**src/rtl/regfile_pkg.sv**
```systemverilog
// Shared constants and write-port arbitration for the multi-port register file.
// The REGFILE_BYPASS_EN build option is consumed by regfile_mp.
package regfile_pkg;

  localparam int XLEN_DEF  = 32;
  localparam int DEPTH_DEF = 32;

  // Upper bounds for the arbitration helper; ports/addresses are zero-extended to these.
  localparam int MAX_WR = 16;
  localparam int MAX_AW = 16;
  localparam int WIDX_W = 4;

  typedef struct packed {
    logic              hit;
    logic [WIDX_W-1:0] idx;
  } wsel_t;

  // Later ports overwrite earlier matches, so the highest enabled index wins.
  function automatic wsel_t win_port(input logic [MAX_WR-1:0]        en,
                                     input logic [MAX_WR*MAX_AW-1:0] addr,
                                     input logic [MAX_AW-1:0]        a);
    wsel_t s;
    s = '0;
    for (int j = 0; j < MAX_WR; j++) begin
      if (en[j] && (addr[j*MAX_AW +: MAX_AW] == a)) begin
        s.hit = 1'b1;
        s.idx = WIDX_W'(j);
      end
    end
    return s;
  endfunction

endpackage

```
**src/rtl/regfile_scoreboard.sv**
```systemverilog
// Per-register busy bits: set on issue, cleared by writeback or flush, with
// set taking priority over both clears and reset over everything.
module regfile_scoreboard
  import regfile_pkg::*;
#(
  parameter  int DEPTH    = DEPTH_DEF,
  parameter  int NUM_RD   = 2,
  parameter  int ZERO_REG = 1,
  localparam int AW       = $clog2(DEPTH)
) (
  input  logic                 clk,
  input  logic                 rst,
  input  logic                 set,
  input  logic [AW-1:0]        set_addr,
  input  logic [DEPTH-1:0]     clr,
  input  logic                 flush,
  input  logic [NUM_RD*AW-1:0] rd_addr,
  output logic [NUM_RD-1:0]    rd_busy
);

  logic [DEPTH-1:0] busy;

  always_ff @(posedge clk) begin
    if (rst) begin
      busy <= '0;
    end else begin
      for (int r = 0; r < DEPTH; r++) begin
        if ((ZERO_REG != 0) && (r == 0))
          busy[r] <= 1'b0;
        else if (set && (set_addr == AW'(r)))
          busy[r] <= 1'b1;
        else if (flush || clr[r])
          busy[r] <= 1'b0;
      end
    end
  end

  always_comb begin
    rd_busy = '0;
    for (int i = 0; i < NUM_RD; i++)
      rd_busy[i] = busy[rd_addr[i*AW +: AW]];
  end

endmodule

```
**src/rtl/regfile_mp.sv**
```systemverilog
// Multi-port integer register file with busy scoreboard.
// Define REGFILE_BYPASS_EN for same-cycle write-to-read forwarding.
module regfile_mp
  import regfile_pkg::*;
#(
  parameter  int XLEN     = XLEN_DEF,
  parameter  int DEPTH    = DEPTH_DEF,
  parameter  int NUM_RD   = 2,
  parameter  int NUM_WR   = 1,
  parameter  int ZERO_REG = 1,
  localparam int AW       = $clog2(DEPTH)
) (
  input  logic                   clk,
  input  logic                   rst,
  input  logic [NUM_RD*AW-1:0]   rd_addr_i,
  output logic [NUM_RD*XLEN-1:0] rd_data_o,
  output logic [NUM_RD-1:0]      rd_busy_o,
  input  logic [NUM_WR-1:0]      wr_en_i,
  input  logic [NUM_WR*AW-1:0]   wr_addr_i,
  input  logic [NUM_WR*XLEN-1:0] wr_data_i,
  input  logic                   sb_set_i,
  input  logic [AW-1:0]          sb_addr_i,
  input  logic                   flush_i
);

  logic [XLEN-1:0]            mem [DEPTH];
  logic [MAX_WR-1:0]          wen_x;
  logic [MAX_WR*MAX_AW-1:0]   waddr_x;
  wsel_t                      wsel [DEPTH];
  logic [DEPTH-1:0]           clr;
  logic [NUM_RD-1:0]          sb_busy;

  always_comb begin
    wen_x   = '0;
    waddr_x = '0;
    for (int j = 0; j < NUM_WR; j++) begin
      wen_x[j]                       = wr_en_i[j];
      waddr_x[j*MAX_AW +: MAX_AW]    = MAX_AW'(wr_addr_i[j*AW +: AW]);
    end
  end

  // One arbitration result per register feeds storage, scoreboard clear and bypass.
  always_comb begin
    for (int r = 0; r < DEPTH; r++) begin
      wsel[r] = win_port(wen_x, waddr_x, MAX_AW'(r));
      clr[r]  = wsel[r].hit && !((ZERO_REG != 0) && (r == 0));
    end
  end

  always_ff @(posedge clk) begin
    if (rst) begin
      for (int r = 0; r < DEPTH; r++)
        mem[r] <= '0;
    end else begin
      for (int r = 0; r < DEPTH; r++)
        if (clr[r])
          mem[r] <= wr_data_i[int'(wsel[r].idx)*XLEN +: XLEN];
    end
  end

  regfile_scoreboard #(
    .DEPTH    (DEPTH),
    .NUM_RD   (NUM_RD),
    .ZERO_REG (ZERO_REG)
  ) u_sb (
    .clk      (clk),
    .rst      (rst),
    .set      (sb_set_i),
    .set_addr (sb_addr_i),
    .clr      (clr),
    .flush    (flush_i),
    .rd_addr  (rd_addr_i),
    .rd_busy  (sb_busy)
  );

  always_comb begin
    logic [AW-1:0]   a;
    logic [XLEN-1:0] d;
    a         = '0;
    d         = '0;
    rd_data_o = '0;
    for (int i = 0; i < NUM_RD; i++) begin
      a = rd_addr_i[i*AW +: AW];
      d = mem[a];
`ifdef REGFILE_BYPASS_EN
      if (wsel[a].hit)
        d = wr_data_i[int'(wsel[a].idx)*XLEN +: XLEN];
`endif
      if ((ZERO_REG != 0) && (a == '0))
        d = '0;
      rd_data_o[i*XLEN +: XLEN] = d;
    end
  end

`ifdef REGFILE_BYPASS_EN
  // A same-cycle writeback hides the busy bit unless a new issue re-marks it.
  always_comb begin
    logic [AW-1:0] a;
    a         = '0;
    rd_busy_o = '0;
    for (int i = 0; i < NUM_RD; i++) begin
      a            = rd_addr_i[i*AW +: AW];
      rd_busy_o[i] = sb_busy[i] & ~(clr[a] & ~(sb_set_i && (sb_addr_i == a)));
    end
  end
`else
  assign rd_busy_o = sb_busy;
`endif

endmodule

```
**config.mk**
```make
export PLATFORM = sky130hd
export DESIGN_NAME = regfile_mp
export DESIGN_NICKNAME = d
export VERILOG_FILES = /design/src/rtl/regfile_pkg.sv /design/src/rtl/regfile_scoreboard.sv /design/src/rtl/regfile_mp.sv
export SDC_FILE = /design/constraint.sdc
export NUM_CORES = 2
export LEC_CHECK = 0
export CAP_MARGIN = 40
export CORE_MARGIN = 8
export CORE_UTILIZATION = 55
export CTS_CLUSTER_DIAMETER = 100
export CTS_CLUSTER_SIZE = 30
export DETAILED_ROUTE_END_ITERATION = 10
export PLACE_DENSITY = 0.68
export RECOVER_POWER = 25
export SYNTH_ARGS = -nofsm -noshare
export SYNTH_HDL_FRONTEND = slang
export SYNTH_SLANG_ARGS = --single-unit
```
**constraint.sdc**
```tcl
create_clock -name clk -period 3.7 [get_ports clk]
set_input_delay 0.74 -clock clk [delete_from_list [all_inputs] [get_ports clk]]
set_output_delay 0.74 -clock clk [all_outputs]
set_load 0.05 [all_outputs]
```
==> results.yml <==
flow_run:
  max-cap-violations: 3
sta:
  fin_crit_sh: 0.997
  finalSetupViolations: 0
  rsz0062_at_grt: "no"
  slew_headroom: -0.476
  finalSetupTns_ns: 0
  timing.final.max_slew_violations: 121
  fin_crit_ns: 3.69
  clock_skew_ns: 0
  tightest_slew_ns: 2.21
  setup_ws_ns: 0.00987
  finalHoldViolCount: 0
  hold_ws_ns: 0.514
  fmax_ghz: 0.271
routing:
  vias: 31700
  wl_per_cell_um: 35.4
  drcViolationCount: 0
  dr.pass1.iters: 5
  drt-vias-per-instance: 7.10
  postRouteAntennaNets: 0
  drtIter0Drc: 4428
  routed_wl_um: 158000
global_route:
  grt_overflow: 0
  grt_pass1_wl_um: 229000
  grt_pass1_vias: 33200
  grt_max_degree: 69
  track_usage: 0.306
  antenna_found_initial: 1
setup_path:
  r2r_start: "u_sb.busy[28]"
  critPathLaunchType: "input pin"
  worst_ep_required_time_ns: 4.06
  cp.arrival_ns: 4.05
  regToRegSetupSlack_ns: 2.92
  crit_family: "buffers and inverters"
  worst-setup-path-type: "input pin to flop"
  worstReg2RegEnd: "u_sb.busy[28]"
  cp_max_fo: 17
  cp-end-kind: "flop"
  r2r_cells: 2
  worst-path-buf-inv: 3
  cp_slowest_cell: "clkbuf_1"
  crit_chain: "dlygate4sd3_1 -> nand2b_1 -> nor2_1 -> nand2_2 -> clkbuf_1 -> buf_4 -> nor2_1"
  cpMostUsedCell: "nor2_1"
  slowest_delay_ns: 1.58
power_and_ir_drop:
  p_leak_nw: 18.8
  vdd_drop_max_v: 0.000436
  power.density_mw_per_mm2: 427
cts:
  cts.sinks: 1023
  cts.clk_slew.worst_paths_ns: 0.11
  cts_buffers: 40
  postCtsSetupBuffers: 0
  cts.root.buffer_cell: "clkbuf_16"
  clk_path_buf_depth: 3
  clk_latency_ns: 0.63
  htree_num_levels: 2
  cts_tree: "done"
min_path:
  min_from: "u_sb.busy[18]"
  holdPathEnd: "u_sb.busy[18]"
  hold_depth: 2
  hold_class: "flop to flop"
placement:
  gp_congestion: 0.883
  preCtsSetupSlack_ns: 0.0392
  io_buffers: 122
  place_area_mm2: 0.0554
  placedCellCount: 4406
  hpwl_um: 96000
synth:
  syn-num-nets: 3265
  ys_ff_latch: 1023
  netlist_top_cells_area: "edfxtp_1 59%, mux4_2 20%, nor2_1 4.4%"
  syn_area_per_cell_um2: 15.8
  synth_top_cell_by_area: "edfxtp_1"
  synth_adder_area_share: 0
  synthMuxAreaShare: 0.259
  synth_top_area_share: 0.587
  async_flop_share: 0
  ys_seq_area_frac: 0.599
  synth-edff-count: 992
  synth_common_cells: "992 x edfxtp_1, 597 x nor2_1, 460 x mux4_2, 191 x clkbuf_1, 164 x mux2i_1"
  yosysUniqueCellTypes: 39
  synth_compound_area_frac: 0.0345
  synth_top_family_by_area: "multiplexers"
  synth_ff_type: "edfxtp_1"
  synth_warnings: 0
  synthXorXnorAreaFrac: 0
  synthSimpleGateAreaFrac: 0.0758
  synthCells: 3208
  yosysMostFrequentCell: "edfxtp_1"
  syn-cell-area_mm2: 0.0507
die:
  die_area_mm2: 0.102
  start_util: 0.554
  die_width_um: 320
  die_h_um: 320
  ioPinCount: 123
  rows: 111
  fp.coreArea_mm2: 0.0915
outcome:
  status: "finished with violations"
  violations: "capacitance limit, slew limit"
finish:
  num_antenna_cells: 0
  nets: 3319
  synthToLayoutAreaGrowth_pct: 11.2
  fin_area_mm2: 0.0564
  layout-drive-gt1-share: 0.288
  stdcell_count: 4467
==> where the power goes <==
group / total (mW) / internal (mW) / switching, mW
logic: 4.49 / 2.03 / 2.46
registers: 13.9 / 13.5 / 0.364
clock network: 5.74 / 2.23 / 3.51
total: 24.1 / 17.8 / 6.34
==> worst max path at each step <==
stage / start / depth (start not counted) / endpoint
4_1_cts: rd_addr_i[0] / 7 / rd_data_o[8]
3_3_place_gp: rd_addr_i[5] / 6 / rd_data_o[44]
2_1_floorplan: rd_addr_i[0] / 9 / rd_data_o[31]
6_report: wr_addr_i[0] / 7 / mem[16][10]
3_5_place_dp: rd_addr_i[0] / 7 / rd_data_o[8]
5_1_grt: rd_addr_i[0] / 7 / rd_data_o[8]
==> tightest hold or removal path, stage by stage (launching register included) <==
cell     delay [ns]
dfxtp_1        0.35
nand3_1        0.07
a21oi_1        0.06
==> placed cells by master, fill, tap and decap left out, types with 33 or more instances in the layout <==
master,count
a221oi_1,36
buf_12,131
buf_4,115
clkbuf_1,36
clkbuf_16,41
clkdlybuf4s50_1,41
edfxtp_1,992
inv_1,34
mux2_2,101
mux2i_1,164
mux4_2,460
nand2b_1,40
nor2_1,597
nor2b_1,72
nor3_1,42
o22ai_1,33
or3_1,33
==> area by class of cell <==
cell class | count | area (µm²)
fill | 6649 | 35100
sequential | 1023 | 30400
multi-input combinational | 1831 | 19000
timing repair buffer | 332 | 4170
tap | 1186 | 1480
clock buffer | 53 | 1070
inverter | 34 | 128
clock inverter | 8 | 105
==> flip-flops by register name, summed over array words and instances (netlist names) <==
register,count
mem,992
u_sb.busy,31
==> per-layer routing <==
layer	part of all wire	GRT usage	up-vias	routed length (µm)
met5	0	0	-	0
met4	0.058	0.152	0	9110
met3	0.10	0.0492	415	16300
met2	0.49	0.503	2147	77200
met1	0.35	0.398	16400	55700
li1	-	-	12700	-
==> kinds of logic after synthesis <==
kind of cell           after synthesis
AOI/OAI and AO/OA                  230
buffers and inverters              354
DFF                               1023
muxes                              725
and+or+nand+nor                    876
==> timing repair <==
action,in CTS,in global routing
hold buffers,0,0
resized for setup,0,2
endpoints found under the setup margin,0,2
==> per-stage QoR <==
| stage | util | power (mW) |
|---|---|---|
| after global routing | 0.616 | 24.7 |
| after global placement | 0.605 | 18.5 |
| after floorplan | - | 16.7 |
| final | 0.616 | 24.1 |
| after CTS | 0.618 | 24.2 |
| after detailed placement | 0.605 | 18.6 |
(Power assumes the default switching activity.)
